--- src/rtl/wb_bus_pkg.sv ---
// Shared types and constants for the Wishbone address decoder / bus watchdog.
package wb_bus_pkg;

   localparam int unsigned WB_AW   = 32;
   localparam int unsigned WB_DW   = 32;
   localparam int unsigned WB_SELW = 4;

   typedef enum logic [1:0] {
      StIdle,
      StReq,
      StWait,
      StErr
   } wb_state_e;

   // Width of a slave index; never zero so a single-slave build still has a port.
   function automatic int unsigned idx_width(input int unsigned n);
      return (n > 1) ? $clog2(n) : 1;
   endfunction

endpackage

--- src/rtl/wb_addr_match.sv ---
// Combinational NS-way address match with lowest-index priority.
module wb_addr_match
   import wb_bus_pkg::*;
#(
   parameter int unsigned             NS         = 4,
   parameter logic [NS*WB_AW-1:0]     SLAVE_BASE = '0,
   parameter logic [NS*WB_AW-1:0]     SLAVE_MASK = '0,
   parameter int unsigned             IdxW       = idx_width(NS)
) (
   input  logic [WB_AW-1:0] addr_i,
   output logic             valid_o,
   output logic [IdxW-1:0]  idx_o
);

   // Scan high to low so the lowest matching slave is the last to assign.
   always_comb begin
      valid_o = 1'b0;
      idx_o   = '0;
      for (int k = int'(NS) - 1; k >= 0; k--) begin
         if ((addr_i & SLAVE_MASK[k*WB_AW +: WB_AW]) == SLAVE_BASE[k*WB_AW +: WB_AW]) begin
            valid_o = 1'b1;
            idx_o   = IdxW'(k);
         end
      end
   end

endmodule

--- src/rtl/wb_bus_decoder.sv ---
// Single-master pipelined Wishbone decoder with per-transaction watchdog.
module wb_bus_decoder
   import wb_bus_pkg::*;
#(
   parameter int unsigned         NS         = 4,
   parameter logic [NS*32-1:0]    SLAVE_BASE = {32'h3000_0000, 32'h2000_0000,
                                                32'h1000_0000, 32'h0000_0000},
   parameter logic [NS*32-1:0]    SLAVE_MASK = {4{32'hF000_0000}},
   parameter int unsigned         TIMEOUT    = 1023
) (
   input  logic                 i_clk,
   input  logic                 i_reset,
   input  logic                 i_wb_cyc,
   input  logic                 i_wb_stb,
   input  logic                 i_wb_we,
   input  logic [WB_AW-1:0]     i_wb_addr,
   input  logic [WB_DW-1:0]     i_wb_data,
   input  logic [WB_SELW-1:0]   i_wb_sel,
   output logic                 o_wb_stall,
   output logic                 o_wb_ack,
   output logic                 o_wb_err,
   output logic [WB_DW-1:0]     o_wb_data,
   output logic [NS-1:0]        o_s_cyc,
   output logic [NS-1:0]        o_s_stb,
   output logic                 o_s_we,
   output logic [WB_AW-1:0]     o_s_addr,
   output logic [WB_DW-1:0]     o_s_data,
   output logic [WB_SELW-1:0]   o_s_sel,
   input  logic [NS-1:0]        i_s_stall,
   input  logic [NS-1:0]        i_s_ack,
   input  logic [NS-1:0]        i_s_err,
   input  logic [NS*WB_DW-1:0]  i_s_data,
   output logic                 o_timeout
);

   localparam int unsigned IdxW = idx_width(NS);
   localparam int unsigned TmrW = $clog2(TIMEOUT + 1);

   wb_state_e            state_q, state_d;
   logic [NS-1:0]        s_cyc_q, s_cyc_d, s_stb_q, s_stb_d;
   logic                 s_we_q, s_we_d;
   logic [WB_AW-1:0]     s_addr_q, s_addr_d;
   logic [WB_DW-1:0]     s_data_q, s_data_d;
   logic [WB_SELW-1:0]   s_sel_q, s_sel_d;
   logic                 ack_q, ack_d, err_q, err_d, tmo_q, tmo_d;
   logic [WB_DW-1:0]     rdata_q, rdata_d;
   logic [TmrW-1:0]      timer_q, timer_d;
   logic [IdxW-1:0]      idx_q, idx_d;

   logic                 match_valid;
   logic [IdxW-1:0]      match_idx;
   logic [NS-1:0]        match_onehot;
   logic                 sel_stall, sel_ack, sel_err;
   logic [WB_DW-1:0]     sel_rdata;

   wb_addr_match #(
      .NS         (NS),
      .SLAVE_BASE (SLAVE_BASE),
      .SLAVE_MASK (SLAVE_MASK),
      .IdxW       (IdxW)
   ) u_match (
      .addr_i  (i_wb_addr),
      .valid_o (match_valid),
      .idx_o   (match_idx)
   );

   // Response mux: only the slave latched at request time is observed.
   always_comb begin
      sel_stall    = 1'b0;
      sel_ack      = 1'b0;
      sel_err      = 1'b0;
      sel_rdata    = '0;
      match_onehot = '0;
      for (int k = 0; k < int'(NS); k++) begin
         match_onehot[k] = match_valid && (match_idx == IdxW'(k));
         if (idx_q == IdxW'(k)) begin
            sel_stall = i_s_stall[k];
            sel_ack   = i_s_ack[k];
            sel_err   = i_s_err[k];
            sel_rdata = i_s_data[k*WB_DW +: WB_DW];
         end
      end
   end

   always_comb begin
      state_d  = state_q;
      s_cyc_d  = s_cyc_q;
      s_stb_d  = s_stb_q;
      s_we_d   = s_we_q;
      s_addr_d = s_addr_q;
      s_data_d = s_data_q;
      s_sel_d  = s_sel_q;
      ack_d    = 1'b0;
      err_d    = 1'b0;
      tmo_d    = 1'b0;
      rdata_d  = rdata_q;
      timer_d  = timer_q;
      idx_d    = idx_q;

      unique case (state_q)
         StIdle: begin
            s_cyc_d = '0;
            s_stb_d = '0;
            if (i_wb_cyc && i_wb_stb) begin
               s_we_d   = i_wb_we;
               s_addr_d = i_wb_addr;
               s_data_d = i_wb_data;
               s_sel_d  = i_wb_sel;
               if (match_valid) begin
                  idx_d   = match_idx;
                  s_cyc_d = match_onehot;
                  s_stb_d = match_onehot;
                  timer_d = TmrW'(TIMEOUT);
                  state_d = StReq;
               end else begin
                  err_d   = 1'b1;
                  state_d = StErr;
               end
            end
         end
         StReq, StWait: begin
            if (!i_wb_cyc || sel_err || sel_ack || timer_q == TmrW'(1)) begin
               s_cyc_d = '0;
               s_stb_d = '0;
               timer_d = '0;
               state_d = StIdle;
               if (!i_wb_cyc) begin
                  // Master abort: silently drop the transaction.
               end else if (sel_err) begin
                  err_d = 1'b1;
               end else if (sel_ack) begin
                  ack_d   = 1'b1;
                  rdata_d = sel_rdata;
               end else begin
                  err_d = 1'b1;
                  tmo_d = 1'b1;
               end
            end else begin
               timer_d = timer_q - TmrW'(1);
               if (state_q == StReq && !sel_stall) begin
                  s_stb_d = '0;
                  state_d = StWait;
               end
            end
         end
         StErr: begin
            state_d = StIdle;
         end
         default: begin
            state_d = StIdle;
         end
      endcase
   end

   always_ff @(posedge i_clk) begin
      if (i_reset) begin
         state_q  <= StIdle;
         s_cyc_q  <= '0;
         s_stb_q  <= '0;
         s_we_q   <= 1'b0;
         s_addr_q <= '0;
         s_data_q <= '0;
         s_sel_q  <= '0;
         ack_q    <= 1'b0;
         err_q    <= 1'b0;
         tmo_q    <= 1'b0;
         rdata_q  <= '0;
         timer_q  <= '0;
         idx_q    <= '0;
      end else begin
         state_q  <= state_d;
         s_cyc_q  <= s_cyc_d;
         s_stb_q  <= s_stb_d;
         s_we_q   <= s_we_d;
         s_addr_q <= s_addr_d;
         s_data_q <= s_data_d;
         s_sel_q  <= s_sel_d;
         ack_q    <= ack_d;
         err_q    <= err_d;
         tmo_q    <= tmo_d;
         rdata_q  <= rdata_d;
         timer_q  <= timer_d;
         idx_q    <= idx_d;
      end
   end

   assign o_wb_stall = (state_q != StIdle);
   assign o_wb_ack   = ack_q;
   assign o_wb_err   = err_q;
   assign o_wb_data  = rdata_q;
   assign o_s_cyc    = s_cyc_q;
   assign o_s_stb    = s_stb_q;
   assign o_s_we     = s_we_q;
   assign o_s_addr   = s_addr_q;
   assign o_s_data   = s_data_q;
   assign o_s_sel    = s_sel_q;
   assign o_timeout  = tmo_q;

endmodule

--- config.mk ---
export PLATFORM = sky130hd
export DESIGN_NAME = wb_bus_decoder
export DESIGN_NICKNAME = d
export VERILOG_FILES = /design/src/rtl/wb_bus_pkg.sv /design/src/rtl/wb_addr_match.sv /design/src/rtl/wb_bus_decoder.sv
export SDC_FILE = /design/constraint.sdc
export NUM_CORES = 1
export LEC_CHECK = 0
export ABC_CLOCK_PERIOD_IN_PS = 3800
export BUFFER_PORTS_ARGS = -buffer_cell sky130_fd_sc_hd__buf_2
export CORE_UTILIZATION = 25
export CTS_CLUSTER_DIAMETER = 200
export DETAILED_ROUTE_END_ITERATION = 12
export SETUP_SLACK_MARGIN = 0.3
export SLEW_MARGIN = 20
export SYNTH_ARGS = -nofsm -noshare
export SYNTH_HDL_FRONTEND = slang
export SYNTH_SLANG_ARGS = --single-unit
--- constraint.sdc ---
create_clock -name i_clk -period 3.8 [get_ports i_clk]
set_input_delay 0.19 -clock i_clk [delete_from_list [all_inputs] [get_ports i_clk]]
set_output_delay 0.19 -clock i_clk [all_outputs]
set_load 0.05 [all_outputs]
==> results of run 1 <==
[synthesized netlist by cell type]
master,n,area (um2)
sky130_fd_sc_hd__buf_1,4,15.01
sky130_fd_sc_hd__mux2_2,1,11.26
sky130_fd_sc_hd__ha_1,5,62.56
sky130_fd_sc_hd__or3_1,1,6.260
sky130_fd_sc_hd__a31oi_1,4,25.02
sky130_fd_sc_hd__or2_2,2,12.51
sky130_fd_sc_hd__nor4_1,5,31.28
sky130_fd_sc_hd__nand3b_1,1,7.510
sky130_fd_sc_hd__a32o_1,6,60.06
sky130_fd_sc_hd__o311a_1,1,10.01
sky130_fd_sc_hd__o41ai_1,1,8.760
sky130_fd_sc_hd__a22oi_1,1,7.510
sky130_fd_sc_hd__nor2_1,12,45.04
sky130_fd_sc_hd__mux4_2,34,765.7
sky130_fd_sc_hd__clkbuf_1,35,131.4
sky130_fd_sc_hd__buf_6,1,11.26
sky130_fd_sc_hd__o311ai_1,1,8.760
sky130_fd_sc_hd__o2111ai_1,1,8.760
sky130_fd_sc_hd__nor3_1,4,20.02
sky130_fd_sc_hd__mux2i_1,2,20.02
sky130_fd_sc_hd__or3_4,1,11.26
sky130_fd_sc_hd__a21oi_1,114,570.6
sky130_fd_sc_hd__and4bb_2,1,12.51
sky130_fd_sc_hd__nand2b_1,1,6.260
sky130_fd_sc_hd__nor2b_1,4,25.02
sky130_fd_sc_hd__nand3_1,8,40.04
sky130_fd_sc_hd__o22a_4,1,17.52
sky130_fd_sc_hd__o21ai_0,13,65.06
sky130_fd_sc_hd__a211oi_1,4,30.03
sky130_fd_sc_hd__or4_1,1,7.510
sky130_fd_sc_hd__a22o_1,3,26.28
sky130_fd_sc_hd__nor4b_1,1,8.760
sky130_fd_sc_hd__nor4_4,1,21.27
sky130_fd_sc_hd__nor3b_1,1,7.510
sky130_fd_sc_hd__nand2_1,214,803.3
sky130_fd_sc_hd__mux2_4,1,15.01
sky130_fd_sc_hd__buf_2,8,40.04
sky130_fd_sc_hd__dfxtp_1,126,2522
sky130_fd_sc_hd__o31ai_1,2,15.01
sky130_fd_sc_hd__and4_1,1,8.760
sky130_fd_sc_hd__inv_1,10,37.54
sky130_fd_sc_hd__o32ai_1,2,17.52
[layer usage]
layer / global-route usage / share of wire / routed length [um]
met3: 0.04247 / 0.054 / 1063
met4: 0.06650 / 0.017 / 336
met2: 0.2829 / 0.51 / 9918
met5: 0 / 0 / 0
met1: 0.2003 / 0.42 / 8314
[power breakdown]
group	total (mW)	switching (mW)	internal [mW]
Clock	1.76	0.650	1.11
Sequential	1.46	0.0563	1.41
Combinational	0.925	0.596	0.329
[worst max-delay path, cell delays in order, from the launching register on]
cell and delay (ns):
sky130_fd_sc_hd__dfxtp_2 0.91, sky130_fd_sc_hd__mux4_2 0.50, sky130_fd_sc_hd__nand3b_1 0.26, sky130_fd_sc_hd__or2_2 0.57, sky130_fd_sc_hd__nand2_1 0.16, sky130_fd_sc_hd__a21oi_1 0.07
[final cells by class]
cell class,count,area (um2),area share
Tap cell,280,350.3,0.04033
Clock buffer,17,425.4,0.04898
Inverter,10,37.54,0.004322
Multi-Input combinational cell,456,2835,0.3264
Timing Repair Buffer,394,2305,0.2653
Clock inverter,15,207.7,0.02391
Sequential cell,126,2525,0.2907
[placed cells by master (no fill, tap or decap), types with 2 or more instances in the layout]
cell type	n
sky130_fd_sc_hd__dfxtp_1	124
sky130_fd_sc_hd__a21oi_1	114
sky130_fd_sc_hd__or2_2	2
sky130_fd_sc_hd__a31oi_1	4
sky130_fd_sc_hd__ha_1	5
sky130_fd_sc_hd__o32ai_1	2
sky130_fd_sc_hd__nand2_1	214
sky130_fd_sc_hd__buf_4	7
sky130_fd_sc_hd__nand3_1	7
sky130_fd_sc_hd__nor4_1	5
sky130_fd_sc_hd__nor2_1	10
sky130_fd_sc_hd__mux4_2	34
sky130_fd_sc_hd__clkinv_4	4
sky130_fd_sc_hd__buf_2	324
sky130_fd_sc_hd__clkbuf_16	17
sky130_fd_sc_hd__bufinv_16	4
sky130_fd_sc_hd__a211oi_1	4
sky130_fd_sc_hd__inv_6	4
sky130_fd_sc_hd__o31ai_1	2
sky130_fd_sc_hd__a32o_1	6
sky130_fd_sc_hd__mux2i_1	2
sky130_fd_sc_hd__o21ai_0	13
sky130_fd_sc_hd__inv_1	10
sky130_fd_sc_hd__clkinv_2	2
sky130_fd_sc_hd__nor3_1	4
sky130_fd_sc_hd__a22o_1	3
sky130_fd_sc_hd__dlygate4sd3_1	63
sky130_fd_sc_hd__nor2b_1	4
sky130_fd_sc_hd__dfxtp_2	2
[per-stage QoR]
step / utilization / worst slack (ns) / hold WS [ns]
6_report: 0.3980 / 1.156 / 0.02821
5_1_grt: 0.3980 / 0.9877 / 0.009245
4_1_cts: 0.3980 / 1.167 / 0.002504
3_5_place_dp: 0.3401 / 1.177 / 0.4355
3_3_place_gp: 0.3401 / 1.245 / 0.4309
2_1_floorplan: - / 1.685 / 0.3260
[kinds of logic (layout without fill, tap and decap cells)]
group	Yosys count	count (layout)	share of synthesized area
buffers and inverters	58	436	0.04217
adder cells (fa/ha/maj)	5	5	0.01122
AO/OA/AOI/OAI	154	154	0.1561
multiplexers	38	38	0.1456
flip-flops	126	126	0.4522
AND/OR/NAND/NOR	259	259	0.1927
[worst paths after layout]
path,endpoint,slack [ns],depth (start not counted),start
setup / recovery,o_wb_data[26]$_SDFFE_PP0P_,1.16,5,idx_q[1]$_SDFFE_PP0P_
hold / removal,o_s_data[13]$_SDFFE_PP0P_,0.03,3,i_wb_data[13]
setup reg to reg,o_wb_data[26]$_SDFFE_PP0P_,1.16,5,idx_q[1]$_SDFFE_PP0P_
hold reg to reg,o_wb_data[14]$_SDFFE_PP0P_,0.45,2,o_wb_data[14]$_SDFFE_PP0P_
[registers in the layout, summed over array words and instances (netlist names)]
signal     count
idx_q          2
o_s_data      32
o_s_sel        4
o_s_stb        4
timer_q       10
o_s_we         1
state_q        2
o_wb_ack       1
o_s_cyc        4
o_wb_err       1
o_wb_data     32
o_timeout      1
o_s_addr      32
==> impl_results.html, run 1 <==
<table>
<tr><th>Metric</th><th>Value</th></tr>
<tr><th colspan="2">Floorplanning</th></tr>
<tr><td>I/O pin count</td><td>326</td></tr>
<tr><td>Die Footprint</td><td>22910 um2</td></tr>
<tr><td>Die Ht</td><td>151.4 um</td></tr>
<tr><td>Placeable core region</td><td>21820 um2</td></tr>
<tr><td>Cell row count</td><td>54</td></tr>
<tr><td>Starting density of the core</td><td>0.2556</td></tr>
<tr><td>Die extent in x</td><td>151.4 um</td></tr>
<tr><th colspan="2">GRT</th></tr>
<tr><td>First-pass GRT wire length</td><td>29.55 mm</td></tr>
<tr><td>Initial antenna violation count</td><td>1</td></tr>
<tr><td>Maximum number of pins on one net before global-route repair</td><td>70</td></tr>
<tr><td>Vias in the first global route</td><td>5776</td></tr>
<tr><td>GRT Overall Usage</td><td>0.1669</td></tr>
<tr><td>Total grt overflow</td><td>0</td></tr>
<tr><th colspan="2">Cells and area</th></tr>
<tr><td>Area growth syn-to-layout</td><td>55.72%</td></tr>
<tr><td>Filler Cell Count</td><td>2219</td></tr>
<tr><td>Filler-free cell count of the finished design</td><td>1298</td></tr>
<tr><td>Final Net Count</td><td>1223</td></tr>
<tr><td>Post-route cell area</td><td>8686 um2</td></tr>
<tr><td>Antenna Diode Count</td><td>0</td></tr>
<tr><td>Layout cell share with drive strength beyond 1</td><td>0.4028</td></tr>
<tr><th colspan="2">Worst setup path</th></tr>
<tr><td>Required time at the endpoint of the critical path</td><td>4.07 ns</td></tr>
<tr><td>Data arrival time at the worst-slack endpoint</td><td>2.92 ns</td></tr>
<tr><td>Max FO, Critical Path</td><td>38</td></tr>
<tr><td>Crit start category</td><td>flip-flop</td></tr>
<tr><td>Critical path type</td><td>reg -&gt; reg</td></tr>
<tr><td>Kind of capture point of the worst setup path</td><td>flip-flop</td></tr>
<tr><th colspan="2">Synth</th></tr>
<tr><td>Count of unique library cells instantiated by Yosys</td><td>42</td></tr>
<tr><td>Synth Net Count</td><td>858</td></tr>
<tr><td>Cell count after synthesis</td><td>640</td></tr>
<tr><td>Post-synthesis instance area</td><td>5578 um2</td></tr>
<tr><td>Count of synthesis-stage warnings from yosys</td><td>0</td></tr>
<tr><td>Portion of the post-synthesis area used by sequential elements</td><td>0.4522</td></tr>
<tr><td>Mean instance size in the synthesized netlist</td><td>8.715 um2</td></tr>
<tr><td>Post-synthesis register bit count</td><td>126</td></tr>
<tr><th colspan="2">Drt</th></tr>
<tr><td>DRT antenna net count</td><td>0</td></tr>
<tr><td>Total number of vias</td><td>6079</td></tr>
<tr><td>Residual DRC</td><td>0</td></tr>
<tr><td>Initial drt markers</td><td>336</td></tr>
<tr><td>Detail-routed via count per cell</td><td>4.683</td></tr>
<tr><td>Total wire length after detailed routing</td><td>19.63 mm</td></tr>
<tr><td>Length of the first detailed-routing pass in iterations</td><td>4</td></tr>
<tr><td>Routed wire length per instance</td><td>15.13 um</td></tr>
<tr><th colspan="2">Timing</th></tr>
<tr><td>Worst max-slew margin expressed relative to the limit</td><td>0.3263</td></tr>
<tr><td>Fin crit share</td><td>0.6958</td></tr>
<tr><td>Final total negative setup slack</td><td>0 ns</td></tr>
<tr><td>Unrepaired setup endpoints after global routing</td><td>false</td></tr>
<tr><td>Clock period minus worst slack</td><td>2.644 ns</td></tr>
<tr><td>Number of max-slew violations in the final report</td><td>0</td></tr>
<tr><td>Worst Skew</td><td>0.006348 ns</td></tr>
<tr><td>Final Hold Vio Count</td><td>0</td></tr>
<tr><td>Slew at the pin closest to its max-slew limit</td><td>0.9825 ns</td></tr>
<tr><td>Setup Viol. Count Final</td><td>0</td></tr>
<tr><td>F_max</td><td>378.2 MHz</td></tr>
<tr><th colspan="2">Placed design</th></tr>
<tr><td>Final weighted congestion in routability-driven placement</td><td>0.8108</td></tr>
<tr><td>DP Wirelength</td><td>13.97 mm</td></tr>
<tr><td>Number of I/O port buffers</td><td>325</td></tr>
<tr><td>Instance area at placement</td><td>7422 um2</td></tr>
<tr><td>Inst Count DP</td><td>1203</td></tr>
<tr><th colspan="2">Clock tree</th></tr>
<tr><td>Clock Sinks</td><td>126</td></tr>
<tr><td>Clock Tree Root</td><td>sky130_fd_sc_hd__clkbuf_16</td></tr>
<tr><td># Post-CTS Setup Buffers</td><td>0</td></tr>
<tr><td>Number of hold-repair buffers added at the cts stage</td><td>63</td></tr>
<tr><td>Deepest clock path buffer count</td><td>2</td></tr>
<tr><td>Source-to-sink clock delay at the later pin of the worst-skew pair</td><td>0.42 ns</td></tr>
<tr><td>Post-CTS clock slew at the launch and capture registers of the worst setup and hold paths</td><td>0.06 ns</td></tr>
<tr><td>Number of buffers inserted during clock tree synthesis</td><td>17</td></tr>
<tr><td>Post-cts gate resize count</td><td>0</td></tr>
<tr><td>CTS tree</td><td>done</td></tr>
<tr><td>Number of levels in the clock H-tree</td><td>4</td></tr>
<tr><th colspan="2">Power and ir drop</th></tr>
<tr><td>Peak supply drop</td><td>265.6 uV</td></tr>
<tr><td>Leak Pwr</td><td>3.797 nW</td></tr>
<tr><td>Design Power</td><td>4.148 mW</td></tr>
<tr><td>PD cells</td><td>477.5 nW/um2</td></tr>
<tr><th colspan="2">Run</th></tr>
<tr><td>Maximum Capacitance Violations</td><td>0</td></tr>
<tr><th colspan="2">Min path</th></tr>
<tr><td>Worst min path class</td><td>in -&gt; reg</td></tr>
<tr><th colspan="2">Status</th></tr>
<tr><td>Outcome</td><td>finished, final reports clean</td></tr>
</table>
Note: power is estimated with default switching activity, not from simulation.
==> inputs of run 2 (changes only) <==
--- a/config.mk
+++ b/config.mk
@@ -5,7 +5,8 @@
 export SDC_FILE = /design/constraint.sdc
 export NUM_CORES = 1
 export LEC_CHECK = 0
-export ABC_CLOCK_PERIOD_IN_PS = 3800
+export ABC_AREA = 1
+export ABC_CLOCK_PERIOD_IN_PS = 2500
 export BUFFER_PORTS_ARGS = -buffer_cell sky130_fd_sc_hd__buf_2
 export CORE_UTILIZATION = 25
 export CTS_CLUSTER_DIAMETER = 200
==> constraint.sdc (replaced) <==
create_clock -name i_clk -period 2.5 [get_ports i_clk]
set_input_delay 0.125 -clock i_clk [delete_from_list [all_inputs] [get_ports i_clk]]
set_output_delay 0.125 -clock i_clk [all_outputs]
set_load 0.05 [all_outputs]
==> run 2 against run 1 <==
  * Global-route usage rose by 1.6 points
  * Design area rose by 1.2%
  * Via count rose by 12%
  * Routed wire length rose by 11%
  * Combinational power rose by 90%
  * Critical path type unchanged
  * Largest cell class unchanged
  * Largest power group unchanged
  * Highest routed layer is now met5
==> impl_results.html, run 2 <==
<table>
<tr><th>Metric</th><th>Value</th></tr>
<tr><th colspan="2">Drt</th></tr>
<tr><td>Length of the first detailed-routing pass in iterations</td><td>4 (unchanged)</td></tr>
<tr><td>DRT antenna net count</td><td>0 (unchanged)</td></tr>
<tr><td>Total wire length after detailed routing</td><td>21.86 mm (+11%)</td></tr>
<tr><td>Total number of vias</td><td>6802 (+12%)</td></tr>
<tr><td>Initial drt markers</td><td>253 (-25%)</td></tr>
<tr><td>Detail-routed via count per cell</td><td>4.577 (-2.3%)</td></tr>
<tr><td>Routed wire length per instance</td><td>14.71 um (-2.7%)</td></tr>
<tr><td>Residual DRC</td><td>0 (unchanged)</td></tr>
<tr><th colspan="2">GRT</th></tr>
<tr><td>Initial antenna violation count</td><td>2 (+1)</td></tr>
<tr><td>GRT Overall Usage</td><td>0.1834 (+0.01647)</td></tr>
<tr><td>First-pass GRT wire length</td><td>32.00 mm (+8.3%)</td></tr>
<tr><td>Vias in the first global route</td><td>6303 (+9.1%)</td></tr>
<tr><td>Maximum number of pins on one net before global-route repair</td><td>72 (+2.9%)</td></tr>
<tr><td>Total grt overflow</td><td>0 (unchanged)</td></tr>
<tr><th colspan="2">Worst setup path</th></tr>
<tr><td>Chain of cells forming the critical path</td><td>inv_1 &gt; ha_1 &gt; inv_1 &gt; nor2_4 &gt; inv_2 &gt; nor2_1 &gt; inv_1 &gt; a21oi_2 &gt; a21oi_1</td></tr>
<tr><td>Critical path type</td><td>reg -&gt; reg</td></tr>
<tr><td>Worst flop-to-flop path startpoint</td><td>state_q[1]$_SDFFE_PP0P_</td></tr>
<tr><td>Slowest CP cell</td><td>sky130_fd_sc_hd__a21oi_2</td></tr>
<tr><td>Kind of cell with the highest combined delay on the critical path</td><td>compound AO/OA/AOI/OAI gates</td></tr>
<tr><td>Setup slack of the most critical reg-to-reg path</td><td>0.49 ns (-0.66 ns)</td></tr>
<tr><td>Total buffers and inverters traversed by the critical path</td><td>4 (+4)</td></tr>
<tr><td>Biggest cell delay along the critical path</td><td>0.41 ns (-0.50 ns)</td></tr>
<tr><td>Start point of the critical path</td><td>state_q[1]$_SDFFE_PP0P_</td></tr>
<tr><td>Crit start category</td><td>flip-flop</td></tr>
<tr><td>Required time at the endpoint of the critical path</td><td>2.78 ns (-1.29 ns)</td></tr>
<tr><td>Kind of capture point of the worst setup path</td><td>flip-flop</td></tr>
<tr><td>Data arrival time at the worst-slack endpoint</td><td>2.28 ns (-0.64 ns)</td></tr>
<tr><td>Cell repeated most along the worst path</td><td>sky130_fd_sc_hd__inv_1</td></tr>
<tr><td>Max FO, Critical Path</td><td>9 (-76%)</td></tr>
<tr><th colspan="2">Floorplanning</th></tr>
<tr><td>Placeable core region</td><td>21890 um2 (+0.31%)</td></tr>
<tr><td>Cell row count</td><td>54 (unchanged)</td></tr>
<tr><td>Starting density of the core</td><td>0.2551 (-0.0004459)</td></tr>
<tr><td>Die Ht</td><td>151.5 um (about the same)</td></tr>
<tr><td>Die extent in x</td><td>151.5 um (about the same)</td></tr>
<tr><td>Die Footprint</td><td>22940 um2 (+0.13%)</td></tr>
<tr><td>I/O pin count</td><td>326 (unchanged)</td></tr>
<tr><th colspan="2">Synth</th></tr>
<tr><td>Most used flip-flop cell after synthesis</td><td>sky130_fd_sc_hd__dfxtp_1</td></tr>
<tr><td>Share of synthesized cell area in full adder, half adder and majority cells</td><td>0.01120 (-0.00001507)</td></tr>
<tr><td>Proportion of netlist area held by the largest area contributor</td><td>0.4516 (-0.0006078)</td></tr>
<tr><td>Count of unique library cells instantiated by Yosys</td><td>26 (-38%)</td></tr>
<tr><td>Synth Net Count</td><td>1034 (+21%)</td></tr>
<tr><td>Share of synthesized cell area in and, or, nand and nor gates</td><td>0.3322 (+0.1395)</td></tr>
<tr><td>Count of synthesis-stage warnings from yosys</td><td>0 (unchanged)</td></tr>
<tr><td>Area leader, netlist</td><td>sky130_fd_sc_hd__dfxtp_1</td></tr>
<tr><td>Number of flops mapped to enable cells by yosys</td><td>0 (unchanged)</td></tr>
<tr><td>Compound-cell area share of the yosys netlist</td><td>0.1371 (-0.01903)</td></tr>
<tr><td>Main combinational cell family by area after synthesis</td><td>simple AND/OR/NAND/NOR gates</td></tr>
<tr><td>Portion of the post-synthesis area used by sequential elements</td><td>0.4516 (-0.0006078)</td></tr>
<tr><td>Synthesized-area fraction occupied by xor and xnor cells</td><td>0.01254 (+0.01254)</td></tr>
<tr><td>Count leader, synth</td><td>sky130_fd_sc_hd__nand2_1</td></tr>
<tr><td>Post-synthesis instance area</td><td>5585 um2 (+0.13%)</td></tr>
<tr><td>Multiplexer share of the synthesized area</td><td>0 (-0.1456)</td></tr>
<tr><td>Mean instance size in the synthesized netlist</td><td>6.845 um2 (-21%)</td></tr>
<tr><td>Leading post-synthesis cells by instance count</td><td>200 x sky130_fd_sc_hd__nand2_1, 168 x sky130_fd_sc_hd__nor2_1, 126 x sky130_fd_sc_hd__dfxtp_1, 85 x sky130_fd_sc_hd__o21ai_0, 48 x sky130_fd_sc_hd__nand3_1</td></tr>
<tr><td>Cell count after synthesis</td><td>816 (+28%)</td></tr>
<tr><td>Share of synthesized registers carrying an async set or reset</td><td>0 (unchanged)</td></tr>
<tr><td>Post-synthesis register bit count</td><td>126 (unchanged)</td></tr>
<tr><td>Synth top area cells</td><td>sky130_fd_sc_hd__dfxtp_1 45%, sky130_fd_sc_hd__nand2_1 13%, sky130_fd_sc_hd__nor2_1 11%</td></tr>
<tr><th colspan="2">Power and ir drop</th></tr>
<tr><td>PD cells</td><td>737.4 nW/um2 (+54%)</td></tr>
<tr><td>Peak supply drop</td><td>421.8 uV (+59%)</td></tr>
<tr><td>Leak Pwr</td><td>4.338 nW (+14%)</td></tr>
<tr><th colspan="2">Cells and area</th></tr>
<tr><td>Layout Utilization</td><td>0.4013 (+0.003344)</td></tr>
<tr><td>Commonest non-fill, non-tap cell in the layout</td><td>sky130_fd_sc_hd__buf_2</td></tr>
<tr><td>Layout cell share with drive strength beyond 1</td><td>0.3189 (-0.08381)</td></tr>
<tr><td>Area growth syn-to-layout</td><td>57.30%</td></tr>
<tr><td>Highest-count cells in the layout ignoring fill and taps</td><td>325 x sky130_fd_sc_hd__buf_2, 199 x sky130_fd_sc_hd__nand2_1, 167 x sky130_fd_sc_hd__nor2_1, 124 x sky130_fd_sc_hd__dfxtp_1, 85 x sky130_fd_sc_hd__o21ai_0</td></tr>
<tr><td>Final Net Count</td><td>1409 (+15%)</td></tr>
<tr><th colspan="2">Timing</th></tr>
<tr><td>Worst max-slew margin expressed relative to the limit</td><td>0.5480 (+0.2217)</td></tr>
<tr><td>Slew at the pin closest to its max-slew limit</td><td>0.6780 ns (-0.3045 ns)</td></tr>
<tr><td>Minimum hold slack</td><td>0.03273 ns (+0.004522 ns)</td></tr>
<tr><td>F_max</td><td>498.1 MHz (+32%)</td></tr>
<tr><td>Number of max-slew violations in the final report</td><td>0 (unchanged)</td></tr>
<tr><td>Fin crit share</td><td>0.8030 (+0.1072)</td></tr>
<tr><td>Worst Skew</td><td>0.01606 ns (+0.009707 ns)</td></tr>
<tr><td>Final Hold Vio Count</td><td>0 (unchanged)</td></tr>
<tr><td>Setup Viol. Count Final</td><td>0 (unchanged)</td></tr>
<tr><td>Final total negative setup slack</td><td>0 ns (unchanged)</td></tr>
<tr><td>Clock period minus worst slack</td><td>2.007 ns (-0.6365 ns)</td></tr>
<tr><td>Unrepaired setup endpoints after global routing</td><td>false</td></tr>
<tr><th colspan="2">Placed design</th></tr>
<tr><td>DP Wirelength</td><td>15.02 mm (+7.5%)</td></tr>
<tr><td>Number of I/O port buffers</td><td>325 (unchanged)</td></tr>
<tr><td>Final weighted congestion in routability-driven placement</td><td>0.8012 (-1.2%)</td></tr>
<tr><th colspan="2">Status</th></tr>
<tr><td>Outcome</td><td>finished, final reports clean</td></tr>
<tr><th colspan="2">Clock tree</th></tr>
<tr><td>Deepest clock path buffer count</td><td>2 (unchanged)</td></tr>
<tr><td>Number of buffers inserted during clock tree synthesis</td><td>17 (unchanged)</td></tr>
<tr><td># Post-CTS Setup Buffers</td><td>0 (unchanged)</td></tr>
<tr><td>Clock Tree Root</td><td>sky130_fd_sc_hd__clkbuf_16</td></tr>
<tr><td>Number of levels in the clock H-tree</td><td>4 (unchanged)</td></tr>
<tr><td>Clock Sinks</td><td>126 (unchanged)</td></tr>
<tr><td>Source-to-sink clock delay at the later pin of the worst-skew pair</td><td>0.42 ns (about the same)</td></tr>
<tr><td>Post-CTS clock slew at the launch and capture registers of the worst setup and hold paths</td><td>0.06 ns (about the same)</td></tr>
<tr><td>CTS tree</td><td>done</td></tr>
<tr><th colspan="2">Min path</th></tr>
<tr><td>HP Start</td><td>i_wb_cyc</td></tr>
<tr><td>Worst min path class</td><td>in -&gt; reg</td></tr>
<tr><th colspan="2">Run</th></tr>
<tr><td>Maximum Capacitance Violations</td><td>0 (unchanged)</td></tr>
</table>
==> run 2: cell count changes after synthesis, moves of 14 or more <==
cell | before | now
sky130_fd_sc_hd__nand4_1 | 0 | 24
sky130_fd_sc_hd__a21oi_1 | 114 | 43
sky130_fd_sc_hd__o21ai_0 | 13 | 85
sky130_fd_sc_hd__inv_1 | 10 | 26
sky130_fd_sc_hd__mux4_2 | 34 | 0
sky130_fd_sc_hd__nand2_1 | 214 | 200
sky130_fd_sc_hd__nand3_1 | 8 | 48
sky130_fd_sc_hd__nor2_1 | 12 | 168
==> run 2: path summary, 6_finish.rpt <==
kind,depth (start not counted),endpoint
setup / recovery,9,timer_q[8]$_SDFFE_PP0P_
hold / removal,3,o_wb_err$_SDFF_PP0_
setup reg to reg,9,timer_q[8]$_SDFFE_PP0P_
hold reg to reg,2,o_wb_data[2]$_SDFFE_PP0P_
==> run 2: worst register-to-register path, delay by kind of cell (launching register included) <==
kind / cells / cell delay [ns]
AOI/OAI and AO/OA: 2 / 0.54
adders and majority gates: 1 / 0.24
buffers and inverters: 4 / 0.42
DFF: 1 / 0.31
and+or+nand+nor: 2 / 0.36
==> run 2: report_power, final <==
part	switching (mW)	internal [mW]	leakage, nW
Combinational	1.19	0.569	3.04
Sequential	0.109	2.19	1.03
Clock	1.00	1.41	0.272
Total	2.30	4.18	4.34
==> run 2: cells by family (layout without fill, tap and decap cells) <==
logic type / Yosys count / count (layout)
simple gates: 452 / 452
compound gates: 145 / 145
flops: 126 / 126
buf+inv: 80 / 468
xor+xnor: 8 / 8
fa+ha+maj: 5 / 5
other cells: 0 / 2
==> run 2: final cells by class <==
| class | instances | area, um2 |
|---|---|---|
| Timing Repair Buffer | 407 | 2462 |
| Tap cell | 280 | 350.3 |
| Clock inverter | 13 | 127.6 |
| Antenna cell | 2 | 5.005 |
| Fill cell | 2237 | 13110 |
| Inverter | 29 | 108.9 |
| Multi-Input combinational cell | 610 | 2764 |
| Sequential cell | 126 | 2525 |
| Clock buffer | 19 | 442.9 |
==> run 2: repair_timing <==
item | CTS | global route
endpoints found under the setup margin | 0 | 32
hold endpoints to repair | 68 | 0
resized for setup | 0 | 4
hold buffers | 68 | 0
==> run 2: per-layer routing <==
| layer | GRT usage | vias up | part of all wire |
|---|---|---|---|
| met5 | 0 | - | 0.00059 |
| met4 | 0.07400 | 2 | 0.023 |
| met3 | 0.05509 | 23 | 0.086 |
| met2 | 0.3251 | 289 | 0.48 |
| met1 | 0.2031 | 3069 | 0.41 |
| li1 | - | 3419 | - |
==> run 2: metrics by stage <==
step,power [mW],worst slack [ns],instance area [um2],instances
floorplan,3.491,0.4627,5585,816
global placement,4.000,0.5019,7520,1384
finish,6.478,0.4926,8786,1486
CTS,6.538,0.4512,8771,1484
global route,6.824,0.3131,8781,1484
detailed placement,4.008,0.4634,7520,1384
==> inputs of run 3 (changes only) <==
--- a/config.mk
+++ b/config.mk
@@ -6,7 +6,7 @@
 export NUM_CORES = 1
 export LEC_CHECK = 0
 export ABC_AREA = 1
-export ABC_CLOCK_PERIOD_IN_PS = 2500
+export ABC_CLOCK_PERIOD_IN_PS = 1700
 export BUFFER_PORTS_ARGS = -buffer_cell sky130_fd_sc_hd__buf_2
 export CORE_UTILIZATION = 25
 export CTS_CLUSTER_DIAMETER = 200
==> constraint.sdc (replaced) <==
create_clock -name i_clk -period 1.7 [get_ports i_clk]
set_input_delay 0.085 -clock i_clk [delete_from_list [all_inputs] [get_ports i_clk]]
set_output_delay 0.085 -clock i_clk [all_outputs]
set_load 0.05 [all_outputs]
==> run 3 against run 2 <==
  * Register-to-register slack got worse by 0.44 ns
  * Global-route usage rose by 1.9 points
  * Critical endpoint is now o_wb_data[3]$_SDFFE_PP0P_
  * Total power rose by 65%
  * Clock skew fell by 0.0023 ns
  * Flip-flop and latch count did not move
  * Design area rose by 22%
  * Fmax rose by 22%
==> impl_results.html, run 3 (synthesis results as in run 2) <==
<table>
<tr><th>Metric</th><th>Value</th></tr>
<tr><th colspan="2">Cells and area</th></tr>
<tr><td>Layout cell share with drive strength beyond 1</td><td>0.4785 (+0.1595)</td></tr>
<tr><td>Commonest non-fill, non-tap cell in the layout</td><td>sky130_fd_sc_hd__buf_2</td></tr>
<tr><td>Highest-count cells in the layout ignoring fill and taps</td><td>324 x sky130_fd_sc_hd__buf_2, 182 x sky130_fd_sc_hd__nand2_1, 126 x sky130_fd_sc_hd__nor2_1, 121 x sky130_fd_sc_hd__dfxtp_1, 73 x sky130_fd_sc_hd__dlygate4sd3_1</td></tr>
<tr><td>Final Net Count</td><td>1482 (+5.2%)</td></tr>
<tr><td>Area growth syn-to-layout</td><td>91.69%</td></tr>
<tr><td>Area of all sequential standard cells</td><td>2534 um2 (+0.35%)</td></tr>
<tr><td>Filler-free cell count of the finished design</td><td>1558 (+4.8%)</td></tr>
<tr><td>Area of the multi-input gates</td><td>3470 um2 (+26%)</td></tr>
<tr><td>Post-route cell area</td><td>10710 um2 (+22%)</td></tr>
<tr><td>Filler Cell Count</td><td>2058 (-8.0%)</td></tr>
<tr><th colspan="2">Drt</th></tr>
<tr><td>Total number of vias</td><td>7412 (+9.0%)</td></tr>
<tr><td>Routed wire length per instance</td><td>16.40 um (+11%)</td></tr>
<tr><td>DRT antenna net count</td><td>0 (unchanged)</td></tr>
<tr><td>Initial drt markers</td><td>284 (+12%)</td></tr>
<tr><td>Detail-routed via count per cell</td><td>4.757 (+3.9%)</td></tr>
<tr><td>Total wire length after detailed routing</td><td>25.54 mm (+17%)</td></tr>
<tr><td>Residual DRC</td><td>0 (unchanged)</td></tr>
<tr><td>Length of the first detailed-routing pass in iterations</td><td>5 (+1)</td></tr>
<tr><th colspan="2">Placed design</th></tr>
<tr><td>Number of I/O port buffers</td><td>325 (unchanged)</td></tr>
<tr><td>Instance area at placement</td><td>7761 um2 (+3.2%)</td></tr>
<tr><td>Inst Count DP</td><td>1396 (+0.87%)</td></tr>
<tr><td>DP Wirelength</td><td>14.35 mm (-4.4%)</td></tr>
<tr><td>Final weighted congestion in routability-driven placement</td><td>0.8253 (+3.0%)</td></tr>
<tr><th colspan="2">GRT</th></tr>
<tr><td>Maximum number of pins on one net before global-route repair</td><td>70 (-2.8%)</td></tr>
<tr><td>Initial antenna violation count</td><td>1 (-1)</td></tr>
<tr><td>GRT Overall Usage</td><td>0.2025 (+0.01909)</td></tr>
<tr><td>Total grt overflow</td><td>0 (unchanged)</td></tr>
<tr><td>First-pass GRT wire length</td><td>35.14 mm (+9.8%)</td></tr>
<tr><td>Vias in the first global route</td><td>6960 (+10%)</td></tr>
<tr><th colspan="2">Worst setup path</th></tr>
<tr><td>Crit start category</td><td>flip-flop</td></tr>
<tr><td>Kind of capture point of the worst setup path</td><td>flip-flop</td></tr>
<tr><td>Cell repeated most along the worst path</td><td>sky130_fd_sc_hd__nand2_2</td></tr>
<tr><td>Kind of cell with the highest combined delay on the critical path</td><td>simple AND/OR/NAND/NOR gates</td></tr>
<tr><td>Required time at the endpoint of the critical path</td><td>1.99 ns (-0.79 ns)</td></tr>
<tr><td>Slowest CP cell</td><td>sky130_fd_sc_hd__dfxtp_4</td></tr>
<tr><td>Biggest cell delay along the critical path</td><td>0.42 ns (about the same)</td></tr>
<tr><td>Data arrival time at the worst-slack endpoint</td><td>1.94 ns (-0.34 ns)</td></tr>
<tr><td>Critical path type</td><td>reg -&gt; reg</td></tr>
<tr><td>Chain of cells forming the critical path</td><td>nand2_2 &gt; or2_1 &gt; nand2_2 &gt; nand2_4 &gt; nor3_4 &gt; buf_12 &gt; buf_4 &gt; nand2_1 &gt; o21ai_1 &gt; nor2_1</td></tr>
<tr><td>Total buffers and inverters traversed by the critical path</td><td>2 (-2)</td></tr>
<tr><td>Max FO, Critical Path</td><td>7 (-2)</td></tr>
<tr><th colspan="2">Power and ir drop</th></tr>
<tr><td>Switch Pwr</td><td>4.015 mW (+74%)</td></tr>
<tr><td>Clk pwr share</td><td>0.332 (-0.041)</td></tr>
<tr><td>Fraction of power consumed by sequential logic</td><td>0.321 (-0.034)</td></tr>
<tr><td>Combinational share of power</td><td>0.348 (+0.076)</td></tr>
<tr><td>Leak Pwr</td><td>4.971 nW (+15%)</td></tr>
<tr><td>Cell Int Power</td><td>6.682 mW (+60%)</td></tr>
<tr><td>Peak supply drop</td><td>658.4 uV (+56%)</td></tr>
<tr><td>PD cells</td><td>999.1 nW/um2 (+35%)</td></tr>
<tr><td>Fraction of power spent switching nets</td><td>0.3753 (+0.02009)</td></tr>
<tr><th colspan="2">Timing</th></tr>
<tr><td>Unrepaired setup endpoints after global routing</td><td>true</td></tr>
<tr><td>Fin crit share</td><td>0.9711 (+0.1681)</td></tr>
<tr><td>Clock period minus worst slack</td><td>1.651 ns (-0.3566 ns)</td></tr>
<tr><td>Setup Viol. Count Final</td><td>0 (unchanged)</td></tr>
<tr><td>Final total negative setup slack</td><td>0 ns (unchanged)</td></tr>
<tr><td>Worst max-slew margin expressed relative to the limit</td><td>0.3996 (-0.1484)</td></tr>
<tr><td>Worst Skew</td><td>0.01375 ns (-0.002304 ns)</td></tr>
<tr><td>Final Hold Vio Count</td><td>0 (unchanged)</td></tr>
<tr><td>Number of max-slew violations in the final report</td><td>0 (unchanged)</td></tr>
<tr><td>Slew at the pin closest to its max-slew limit</td><td>0.9007 ns (+0.2226 ns)</td></tr>
<tr><td>F_max</td><td>605.7 MHz (+22%)</td></tr>
<tr><th colspan="2">Floorplanning</th></tr>
<tr><td>Die Footprint</td><td>22940 um2 (unchanged)</td></tr>
<tr><td>I/O pin count</td><td>326 (unchanged)</td></tr>
<tr><td>Die Ht</td><td>151.5 um (unchanged)</td></tr>
<tr><td>Starting density of the core</td><td>0.2551 (unchanged)</td></tr>
<tr><td>Placeable core region</td><td>21890 um2 (unchanged)</td></tr>
<tr><td>Cell row count</td><td>54 (unchanged)</td></tr>
<tr><td>Die extent in x</td><td>151.5 um (unchanged)</td></tr>
<tr><th colspan="2">Clock tree</th></tr>
<tr><td>Number of levels in the clock H-tree</td><td>4 (unchanged)</td></tr>
<tr><td>CTS tree</td><td>done</td></tr>
<tr><td>Post-CTS clock slew at the launch and capture registers of the worst setup and hold paths</td><td>0.06 ns (about the same)</td></tr>
<tr><td>Clock Tree Root</td><td>sky130_fd_sc_hd__clkbuf_16</td></tr>
<tr><td>Deepest clock path buffer count</td><td>2 (unchanged)</td></tr>
<tr><td>Number of buffers inserted during clock tree synthesis</td><td>17 (unchanged)</td></tr>
<tr><td>Source-to-sink clock delay at the later pin of the worst-skew pair</td><td>0.42 ns (about the same)</td></tr>
<tr><td>Clock Sinks</td><td>126 (unchanged)</td></tr>
<tr><th colspan="2">Run</th></tr>
<tr><td>Maximum Capacitance Violations</td><td>0 (unchanged)</td></tr>
<tr><th colspan="2">Min path</th></tr>
<tr><td>Worst min path class</td><td>in -&gt; reg</td></tr>
<tr><th colspan="2">Status</th></tr>
<tr><td>Outcome</td><td>finished, final reports clean</td></tr>
</table>
-- run 3: stage by stage --
step                worst slack (ns)  hold slack (ns)  power, mW    util
global placement             0.02019           0.3049      6.019  0.3545
finish                       0.04912          0.01528      10.70  0.4891
floorplan                    -0.1065           0.2199      5.239       -
CTS                          0.01231       0.00001602      10.38  0.4598
detailed placement          -0.02963           0.3110      6.030  0.3545
global route                -0.06513          0.02865      11.23  0.4891
-- run 3: path summary, 6_finish.rpt --
kind / startpoint / endpoint / slack, ns / cells after the start
hold / removal: i_s_data[117] / o_wb_data[21]$_SDFFE_PP0P_ / 0.02 / 5
hold reg to reg: o_wb_data[20]$_SDFFE_PP0P_ / o_wb_data[20]$_SDFFE_PP0P_ / 0.46 / 2
setup / recovery: idx_q[1]$_SDFFE_PP0P_ / o_wb_data[3]$_SDFFE_PP0P_ / 0.05 / 10
setup reg to reg: idx_q[1]$_SDFFE_PP0P_ / o_wb_data[3]$_SDFFE_PP0P_ / 0.05 / 10
-- run 3: repair_timing --
action                                 in CTS  in global routing
setup endpoints to repair                 125                127
pin swaps                                  66                 94
gates resized for setup                   155                155
hold buffers                               73                  0
cloned                                     16                  5
endpoints found under the hold margin      73                  0
buffers inserted                           29                  6
-- run 3: worst min-delay path: stages --
cell and delay (ns):
sky130_fd_sc_hd__buf_2 0.08, sky130_fd_sc_hd__a221oi_1 0.07, sky130_fd_sc_hd__nand2_1 0.05, sky130_fd_sc_hd__o21ai_1 0.05, sky130_fd_sc_hd__nor2_1 0.06
-- run 3: power by group through the flow --
stage               clock [mW]  sequential [mW]  combinational (mW)
floorplan                    0             4.18                1.06
global placement             0             3.43                2.59
detailed placement           0             3.43                2.60
CTS                       3.64             3.40                3.34
global route              3.81             3.46                3.96
finish                    3.55             3.43                3.72
-- run 3: cell type report --
cell class              count  share of cell area
repair buffers            479              0.3409
well taps                 280             0.03272
clock inverters            15             0.01332
multi-input cells         611              0.3241
diodes                      1           0.0002337
inverters                  29             0.01239
clock buffers              17             0.03973
flip-flops and latches    126              0.2366
-- run 3: layer usage --
metal / global-route usage / up-vias / share of wire
met5: 0 / - / 0
met4: 0.08450 / 0 / 0.026
met3: 0.06138 / 46 / 0.076
met2: 0.3642 / 328 / 0.50
met1: 0.2186 / 3450 / 0.40
li1: - / 3588 / -
